<file path="src/rtl/trig_event_uart_tx.sv">
// Trigger event counter that sends each new count as a UART frame (8N1).
// Define TRIG_TX_PARITY_EN to add an even-parity bit (8E1 framing).
module trig_event_uart_tx #(
  parameter int CLKS_PER_BIT = 868,
  parameter int CNT_W        = 8
) (
  input  logic             clk,
  input  logic             rst,
  input  logic             trig_in,
  output logic             tx,
  output logic             busy,
  output logic [CNT_W-1:0] event_cnt,
  output logic             overflow
);

  localparam int BW = $clog2(CLKS_PER_BIT);
  localparam int IW = $clog2(CNT_W + 1);

  localparam logic [2:0] IDLE   = 3'd0;
  localparam logic [2:0] START  = 3'd1;
  localparam logic [2:0] DATA   = 3'd2;
  localparam logic [2:0] STOP   = 3'd3;
`ifdef TRIG_TX_PARITY_EN
  localparam logic [2:0] PARITY = 3'd4;
  logic par;
`endif

  logic [2:0]       state;
  logic [BW-1:0]    baud;
  logic [IW-1:0]    bit_idx;
  logic [CNT_W-1:0] shreg;
  logic [CNT_W-1:0] cnt_next;
  logic             pending;
  logic             baud_last;
  logic             last_bit;

  // the count sent always includes a trigger seen in the same cycle
  assign cnt_next  = event_cnt + {{(CNT_W-1){1'b0}}, trig_in};
  assign baud_last = (baud == BW'(CLKS_PER_BIT - 1));
  assign last_bit  = (bit_idx == IW'(CNT_W - 1));

  always_ff @(posedge clk) begin
    if (rst) begin
      state     <= IDLE;
      baud      <= '0;
      bit_idx   <= '0;
      shreg     <= '0;
      pending   <= 1'b0;
      tx        <= 1'b1;
      busy      <= 1'b0;
      event_cnt <= '0;
      overflow  <= 1'b0;
`ifdef TRIG_TX_PARITY_EN
      par       <= 1'b0;
`endif
    end else begin
      event_cnt <= cnt_next;

      if (state == IDLE || baud_last)
        baud <= '0;
      else
        baud <= baud + 1'b1;

      if (trig_in && state != IDLE) begin
        if (!pending)
          pending <= 1'b1;
        else
          overflow <= 1'b1;
      end

      case (state)
        IDLE: begin
          if (trig_in) begin
            shreg <= cnt_next;
`ifdef TRIG_TX_PARITY_EN
            par   <= ^cnt_next;
`endif
            tx    <= 1'b0;
            busy  <= 1'b1;
            state <= START;
          end
        end
        START: begin
          if (baud_last) begin
            state   <= DATA;
            bit_idx <= '0;
            tx      <= shreg[0];
          end
        end
        DATA: begin
          if (baud_last) begin
            shreg <= shreg >> 1;
            if (last_bit) begin
`ifdef TRIG_TX_PARITY_EN
              state <= PARITY;
              tx    <= par;
`else
              state <= STOP;
              tx    <= 1'b1;
`endif
            end else begin
              bit_idx <= bit_idx + 1'b1;
              tx      <= shreg[1];
            end
          end
        end
`ifdef TRIG_TX_PARITY_EN
        PARITY: begin
          if (baud_last) begin
            state <= STOP;
            tx    <= 1'b1;
          end
        end
`endif
        STOP: begin
          if (baud_last) begin
            // a trigger on this exact cycle counts as pending and is consumed now
            if (pending || trig_in) begin
              pending <= 1'b0;
              shreg   <= cnt_next;
`ifdef TRIG_TX_PARITY_EN
              par     <= ^cnt_next;
`endif
              tx      <= 1'b0;
              state   <= START;
            end else begin
              busy  <= 1'b0;
              state <= IDLE;
            end
          end
        end
        default: begin
          state <= IDLE;
          tx    <= 1'b1;
          busy  <= 1'b0;
        end
      endcase
    end
  end

endmodule

</file>
<file path="config.mk">
export PLATFORM = sky130hd
export DESIGN_NAME = trig_event_uart_tx
export DESIGN_NICKNAME = d
export VERILOG_FILES = /design/src/rtl/trig_event_uart_tx.sv
export SDC_FILE = /design/constraint.sdc
export NUM_CORES = 1
export LEC_CHECK = 0
export ABC_AREA = 1
export ABC_CLOCK_PERIOD_IN_PS = 2100
export CORE_MARGIN = 2
export CORE_UTILIZATION = 57
export DETAILED_ROUTE_END_ITERATION = 10
export PLACE_DENSITY = 0.78
export SYNTH_ARGS = -nofsm -noshare
export SYNTH_HDL_FRONTEND = slang
export SYNTH_SLANG_ARGS = --single-unit
export TNS_END_PERCENT = 1
</file>
<file path="constraint.sdc">
create_clock -name clk -period 2.1 [get_ports clk]
set_clock_uncertainty 0.2 [all_clocks]
set_input_delay 0.42 -clock clk [delete_from_list [all_inputs] [get_ports clk]]
set_output_delay 0.42 -clock clk [all_outputs]
set_load 0.05 [all_outputs]
</file>
## Word-level counts from Yosys, hierarchy flattened

Index checks and enable logic that the tools add are counted.

| word-level totals | value |
|---|---|
| flip-flop bits (word level) | 37 |
| input bits | 3 |
| output and inout bits | 11 |
| logic and storage cells | 72 |

| operators by class | value |
|---|---|
| add/sub/neg operators | 3 |
| equal/unequal tests | 13 |
| muxes and demuxes | 31 |
| bitwise gates (word level) | 1 |
| reductions and logical operators | 15 |

Operators with widths:

| operator | number |
|---|---|
| 8-bit two-way mux | 4 |
| 8-bit one-hot mux with 3 select lines | 1 |
| 2-bit != test, second input constant | 8 |
| 3-bit two-way mux | 5 |
| 5-bit AND reduction | 3 |
| 1-bit two-way mux | 14 |
| 4-bit two-way mux | 3 |
| 3-bit one-hot mux with 4 select lines | 1 |
| 10-bit by 1-bit adder with 10-bit output, second input constant | 1 |
| 10-bit == test, second input constant | 1 |
| 8-bit by 1-bit adder with 8-bit output | 1 |
| 4-bit one-hot mux with 2 select lines | 1 |
| 4-bit AND reduction | 2 |
| 3-bit by 2-bit == test with 1-bit output, second input constant | 2 |
| 3-bit nonzero test | 2 |
| 4-bit by 1-bit adder with 4-bit output, second input constant | 1 |
| 4-bit by 3-bit == test with 1-bit output, second input constant | 1 |
| 1-bit one-hot mux with 4 select lines | 1 |
| 2-bit OR reduction | 2 |
| 3-bit by 1-bit == test with 1-bit output, second input constant | 1 |
| 3-bit zero test | 1 |
| 1-bit one-hot mux with 3 select lines | 1 |
| 1-bit logical OR | 2 |
| 2-bit AND reduction | 1 |
| 3 further kinds | 3 |

## Longest topological paths before layout

Gate-level depths: netlist of run 1.

| logic depth | value |
|---|---|
| depth after elaboration | 6 |
| depth in mapped cells | 11 |
| mapped depth without buffers | 11 |

## Worst setup path before layout of run 1

Ideal clock, no wire load.

| timing path | value |
|---|---|
| kind | reg2reg |
| start | register event_cnt[0] |
| end | register shreg[6] |
| library setup time | 0.113 ns |
| data arrival time | 1.714 ns |
| data required time | 1.787 ns |
| slack | 0.073 ns |
| cell stages (with the launch flop) | 12 |
| buffers on the path | 0 |
| clock period less this slack | 2.027 ns |
| cells stage by stage | dfxtp_1 > ha_1 > ha_1 > nand2_1 > nor2_1 > nand3_1 > nand2_1 > nand2_1 > nand2_1 > nand2_1 > nor2_1 > nor2_1 |

| between the ends | value |
|---|---|
| cells in the longest elaborated chain, start to end | 4 |
| elaborated cells on any way between the ends | 5 |
| those cells by class | add/sub: 1; mux: 4 |

Ends and longest elaborated chain:

| what | RTL line | source |
|---|---|---|
| start: declaration | 12 | `output logic [CNT_W-1:0] event_cnt,` |
| start signal: assignment | 57 | `event_cnt <= cnt_next;` |
| 8-bit by 1-bit adder with 8-bit output * | 38 | `assign cnt_next = event_cnt + {{(CNT_W-1){1'b0}}, trig_in};` |
| 8-bit two-way mux | 118 | `if (pending \|\| trig_in) begin` |
| 8-bit two-way mux | 116 | `if (baud_last) begin` |
| 8-bit one-hot mux with 3 select lines * | 71 | `case (state)` |
| end signal: assignment | 74 | `shreg <= cnt_next;` |
| end signal: assignment | 92 | `shreg <= shreg >> 1;` |
| end signal: assignment | 120 | `shreg <= cnt_next;` |
| end: declaration | 31 | `logic [CNT_W-1:0] shreg;` |

Mark *: on every way between the ends. The rest lies on a longest branch, timed or not. The select of a mux whose other input is x is not followed.
A chain may end at the register's enable or synchronous reset.

## Worst setup path in the final report of run 1

| timing path | value |
|---|---|
| start | input trig_in |
| end | register shreg[6] |

| between the ends | value |
|---|---|
| cells in the longest elaborated chain, start to end | 4 |
| elaborated cells on any way between the ends | 9 |
| those cells by class | add/sub: 1; eq/ne: 2; mux: 4; reduce/logical: 2 |

Ends and longest elaborated chain:

| what | RTL line | source |
|---|---|---|
| start: declaration | 9 | `input logic trig_in,` |
| 8-bit by 1-bit adder with 8-bit output | 38 |  |
| 8-bit two-way mux | 118 |  |
| 8-bit two-way mux | 116 |  |
| 8-bit one-hot mux with 3 select lines | 71 |  |

Parallel ways exist; a longest one is shown, timed or not. The select of a mux whose other input is x is not followed.

==> results of run 1 <==
## stage by stage
step | std cells | hold WS, ps | worst slack, ps | TNS (ps) | utilization
2_1_floorplan | 258 | 218 | 73.2 | 0 | -
3_3_place_gp | 321 | 231 | -118 | -205 | 0.672
3_5_place_dp | 321 | 237 | -152 | -346 | 0.672
4_1_cts | 329 | 257 | 208 | 0 | 0.696
5_1_grt | 329 | 278 | 41.7 | 0 | 0.696
6_report | 329 | 254 | 206 | 0 | 0.696
## synthesized netlist by cell type
| cell | instances | area (µm²) |
|---|---|---|
| nand4_1 | 5 | 31.3 |
| nand2_2 | 4 | 25.0 |
| a21boi_0 | 2 | 15.0 |
| buf_2 | 1 | 5.00 |
| xnor2_1 | 2 | 17.5 |
| nand3b_1 | 1 | 7.51 |
| nor3b_1 | 3 | 22.5 |
| a211oi_1 | 1 | 7.51 |
| a21oi_1 | 10 | 50.1 |
| a31oi_1 | 2 | 12.5 |
| o21bai_1 | 2 | 15.0 |
| o21ai_0 | 11 | 55.1 |
| nor2_4 | 2 | 22.5 |
| buf_6 | 1 | 11.3 |
| nand2_1 | 55 | 206 |
| nand3_2 | 1 | 10.0 |
| dfxtp_1 | 36 | 721 |
| o21ai_4 | 1 | 16.3 |
| nand3_4 | 2 | 35.0 |
| buf_4 | 1 | 7.51 |
| ha_1 | 8 | 100 |
| o211ai_1 | 1 | 7.51 |
| inv_1 | 37 | 139 |
| nand3_1 | 15 | 75.1 |
| o211a_1 | 1 | 10.0 |
| clkbuf_1 | 2 | 7.51 |
| or2_2 | 1 | 6.26 |
| xor2_1 | 2 | 17.5 |
| nor2_2 | 1 | 6.26 |
| nor3_1 | 3 | 15.0 |
| o221ai_1 | 1 | 8.76 |
| o21a_1 | 2 | 15.0 |
| nor2_1 | 41 | 154 |
## kinds of logic after synthesis
family                     count (synthesis)
DFF                                       36
and+or+nand+nor                          134
xor gates and xnor gates                   4
AOI/OAI and AO/OA                         34
buffers and inverters                     42
adders and majority gates                  8
## routing by layer
layer	up-vias	wire (µm)
li1	873	-
met2	40	1630
met3	8	175
met1	729	1550
met4	0	64
met5	-	0
## area by class of cell
type                       count  share of cell area
clock inverter                 2              0.0163
tap                           44              0.0257
inverter                      37              0.0648
multi-input combinational    180               0.450
clock buffer                   6              0.0193
timing repair buffer          24              0.0876
sequential                    36               0.336
## power by group
| group | internal, mW | switching [mW] |
|---|---|---|
| logic | 0.284 | 0.521 |
| clock network | 0.250 | 0.235 |
| registers | 0.784 | 0.0547 |
## registers in the layout (all words and copies together) (netlist names)
register and count:
baud 10, bit_idx 4, busy 1, event_cnt 8, overflow 1, pending 1
shreg 8, state 2, tx 1
## critical path, delay by kind of cell
family,cells,cell delay [ps]
simple gates,9,680
fa+ha+maj,2,340
buf+inv,1,490
## worst max-delay path by stage
| stage | from | to |
|---|---|---|
| 3_3_place_gp | trig_in | shreg[6] |
| 4_1_cts | trig_in | shreg[6] |
| 2_1_floorplan | event_cnt[0] | shreg[6] |
| 6_report | trig_in | shreg[6] |
| 5_1_grt | baud[0] | bit_idx[2] |
| 3_5_place_dp | trig_in | shreg[6] |
==> summary.md, run 1 <==
| Metric | Value |
|---|---|
| Reg2reg end | `bit_idx[0]` |
| Max Fclk | `528 MHz` |
| CP dominant cell by count | `nand2_1` |
| Grt met3 use | `0.0504` |
| Die H | `61.1 µm` |
| Clock transition at path regs | `110 ps` |
| Final hold violation count | `0` |
| Syn nets | `269` |
| Synth warnings | `0` |
| Max-slew violation count | `0` |
| Hold EP | `baud[0]` |
| Crit start category | `input port` |
| Max Cap Viol | `0` |
| Global route total overflow | `0` |
| Worst Hold Depth | `1` |
| Overall routing resource usage | `0.215` |
| CP required | `2150 ps` |
| R2r setup slk | `270 ps` |
| Worst Setup End Kind | `flop` |
| Max-slew headroom | `0.672` |
| Register area | `721 µm²` |
| Cell Chain, Critical Path | `clkdlybuf4s50_1 > ha_1 > ha_1 > nand2_1 > nor2_1 > nand3_1 > nand2_1 > nand2_1 > nand2_1 > nand2_1 > nor2_1 > nor2_1` |
| Synth Area in XOR/XNOR | `0.0189` |
| Syn avg cell area | `7.19 µm²` |
| DRC violation count after routing | `0` |
| Initial Utilization | `0.603` |
| Hold_buf cts | `0` |
| Post_cts resized | `2` |
| Dpl hpwl | `2580 µm` |
| Post CTS Setup Buffer Count | `0` |
| Final nets | `295` |
| Layout cells sized above 1 | `0.137` |
| Routability congestion estimate from global placement | `0.852` |
| Post-synthesis sequential area ratio | `0.388` |
| Longest Clk Path Bufs | `2` |
| # diodes | `0` |
| R2R Path Start | `baud[0]` |
| Initial DRC count | `138` |
| Die ar. | `3730 µm²` |
| Vias in the first global route | `1,429` |
| Final wirelength | `3420 µm` |
| CTS buffer count | `5` |
| Max incr delay on CP | `490 ps` |
| Critical path class | `input port to flop` |
| Gr busiest metal | `met2` |
| GR Util met1 | `0.268` |
| Status | `finished clean` |
| DR vias/cell | `5.02` |
| Largest family of logic cells by synthesized area | `simple AND/OR/NAND/NOR gates` |
| Root Buffer | `clkbuf_4` |
| IR Drop Worst-Case VDD | `0.519 mV` |
| Die Wd | `61.1 µm` |
| Pwr Total | `2.13 mW` |
| Mapped cell area | `1860 µm²` |
| Leakage Power | `0.967 nW` |
| Initial antenna violation count | `0` |
| Most common cell after layout, fill and taps aside | `nand2_1` |
| WP data arrival | `1940 ps` |
| CP max-delay cell | `clkdlybuf4s50_1` |
| Port bufs | `13` |
| TritonCTS clock tree | `built` |
| R2r worst-path depth | `7` |
| Hold Path Origin | `baud[0]` |
| RSZ-0062 raised after global routing | `false` |
| Crit-path max FO | `3` |
| Core Footprint | `3080 µm²` |
| IO Pins | `14` |
| Largest net degree at the start of global routing | `17` |
| ANT nets after route | `0` |
| Clock latency on the worst-skew pair | `340 ps` |
| Layout filler cell count | `263` |
| Met2 GRT Util | `0.359` |
| Worst slew pin tran | `493 ps` |
| Vias | `1,650` |
| Area of the multi-input gates | `965 µm²` |
| Row count | `20` |
| Minimum clock period | `1890 ps` |
| Post-Synth Simple-Gate Area | `0.332` |
| Average wire per standard cell | `10.4 µm` |
| Detailed Routing Iterations Pass 1 | `5` |
| Worst hold path type | `flop to flop` |
| Final Cell Area | `2140 µm²` |
| H-tree levels | `2` |
| Most frequent cells in the layout | `nand2_1 (55), nor2_1 (41), inv_1 (37)` |
| Final setup violation count | `0` |
| First-pass GRT wire length | `5930 µm` |
| Number of synthesized register bits | `36` |
| Final Cycle Share | `0.902` |
| Clk sinks | `36` |
| Post-synthesis mux area share | `0` |
| DP Area | `2070 µm²` |
| P per Cell Area | `993 nW/µm²` |
| Area share of fa/ha/maj cells after synthesis | `0.0539` |
| Cells after Synth | `258` |
| Compound-cell area share of the yosys netlist | `0.115` |
| Area grow syn2layout | `15.5%` |
| Post-synth cell types | `33` |
No activity file was read; power rests on OpenSTA's default activity.
==> run 2: changes to the inputs <==
CORE_UTILIZATION = 60   (was 57)
CTS_BUF_LIST = sky130_fd_sc_hd__clkbuf_4   (was default)
PLACE_DENSITY = 0.82   (was 0.78)
==> summary.md, run 2 (synthesized netlist as in run 1, its figures left out) <==
| Metric | Value |
|---|---|
| Layout cells sized above 1 | `0.141` |
| Average wire per standard cell | `10.5 µm` |
| Root Buffer | `clkbuf_4` |
| Vias in the first global route | `1,450` |
| ANT nets after route | `0` |
| Hold_buf cts | `0` |
| Max incr delay on CP | `520 ps` |
| Port bufs | `13` |
| Cell Chain, Critical Path | `clkdlybuf4s50_1 > ha_1 > buf_4 > nand3_1 > o21ai_0 > a21oi_1 > nor2_1 > nor2_1` |
| Clock latency on the worst-skew pair | `360 ps` |
| Pwr Total | `2.13 mW` |
| R2r worst-path depth | `8` |
| Dpl hpwl | `2440 µm` |
| Status | `finished clean` |
| Longest Clk Path Bufs | `2` |
| Leakage Power | `0.962 nW` |
| WP data arrival | `1960 ps` |
| Largest register FFs | `10` |
| Detailed Routing Iterations Pass 1 | `4` |
| Max Cap Viol | `0` |
| Crit start category | `input port` |
| Initial DRC count | `98` |
| H-tree levels | `2` |
| DRC violation count after routing | `0` |
| CTS buffer count | `5` |
| Worst slew pin tran | `487 ps` |
| DP Area | `2050 µm²` |
| Setup_tns | `0 ps` |
| Minimum clock period | `1910 ps` |
| Placed Instances | `309` |
| Die H | `59.6 µm` |
| Vias | `1,595` |
| First-pass GRT wire length | `6220 µm` |
| Non-Filler Instances | `317` |
| Row count | `20` |
| Overall routing resource usage | `0.233` |
| Core Footprint | `3000 µm²` |
| Die ar. | `3550 µm²` |
| P per Cell Area | `1000 nW/µm²` |
| R2R Path Start | `state[0]` |
| R2r setup slk | `220 ps` |
| Crit-path max FO | `4` |
| DR vias/cell | `5.03` |
| Most common cell after layout, fill and taps aside | `nand2_1` |
| Final wirelength | `3330 µm` |
| IR Drop Worst-Case VDD | `0.694 mV` |
| CP required | `2160 ps` |
| Post CTS Setup Buffer Count | `0` |
| Area grow syn2layout | `14.5%` |
| Final hold violation count | `0` |
| CP dominant cell by count | `nor2_1` |
| RSZ-0062 raised after global routing | `false` |
| Initial Utilization | `0.618` |
| Largest net degree at the start of global routing | `22` |
| Initial antenna violation count | `0` |
| Worst Setup End Kind | `flop` |
| Final Cycle Share | `0.908` |
| Hold EP | `baud[0]` |
| Worst Hold Depth | `1` |
| Critical path class | `input port to flop` |
| Reg2reg end | `bit_idx[0]` |
| Max-slew headroom | `0.677` |
| IO Pins | `14` |
| Die Wd | `59.6 µm` |
| TritonCTS clock tree | `built` |
| Max Fclk | `525 MHz` |
| Routability congestion estimate from global placement | `0.853` |
| Final nets | `294` |
| CP max-delay cell | `clkdlybuf4s50_1` |
| Max-slew violation count | `0` |
| Largest registers | `baud x10, event_cnt x8, shreg x8` |
| Worst hold path type | `flop to flop` |
| Clock transition at path regs | `110 ps` |
| Most frequent cells in the layout | `nand2_1 (55), nor2_1 (41), inv_1 (37)` |
| Global route total overflow | `0` |
| # diodes | `0` |
| Hold Path Origin | `baud[0]` |
| Clk sinks | `36` |
| Final setup violation count | `0` |
| Final Cell Area | `2120 µm²` |
| Register bank with the most flops | `baud` |
| Post_cts resized | `1` |
run 2: changes by cell type in the layout (fill, tap and decap cells not counted):
cell	before	now
clkbuf_1	1	0
clkinvlp_4	0	1
dlygate4sd2_1	2	1
run 2: power breakdown:
part / leakage (nW) / switching, mW / internal (mW) / total (mW)
combinational: 0.628 / 0.519 / 0.274 / 0.793
sequential: 0.293 / 0.0561 / 0.784 / 0.840
clock: 0.0412 / 0.250 / 0.248 / 0.498
run 2: layout make-up:
type	count	area, µm²
clock buffers	5	37.5
clock inverters	3	42.5
fillers	255	878
inverters	37	139
multi-input cells	180	965
flip-flops and latches	36	721
well taps	33	41.3
repair buffers	23	179
run 2: worst max path at each step:
stage,from,end,slack (ps),cells after the start
final,trig_in,shreg[7],190,8
after floorplan,event_cnt[0],shreg[6],70,11
after CTS,event_cnt[0],event_cnt[0],220,1
after global placement,trig_in,shreg[6],-140,12
after detailed placement,trig_in,shreg[6],-180,12
after global routing,state[0],bit_idx[2],20,10
run 2: metal layers:
| metal | track usage | vias to the layer above | wire, µm |
|---|---|---|---|
| met2 | 0.353 | 37 | 1430 |
| li1 | - | 873 | - |
| met1 | 0.317 | 677 | 1680 |
| met3 | 0.0590 | 8 | 158 |
| met4 | 0.0921 | 0 | 65 |
| met5 | 0 | - | 0 |
run 2: per-stage QoR:
step,hold WS (ps),setup WS [ps],utilization
floorplan,218,73.2,-
global placement,226,-140,0.681
detailed placement,240,-180,0.681
CTS,263,216,0.708
global route,287,18.1,0.708
finish,258,194,0.708
run 2: critical path: cells and delay by family:
| kind | cells | cell delay, ps |
|---|---|---|
| buffers and inverters | 2 | 620 |
| adder cells (fa/ha/maj) | 1 | 180 |
| AO/OA/AOI/OAI | 2 | 390 |
| AND/OR/NAND/NOR | 3 | 330 |
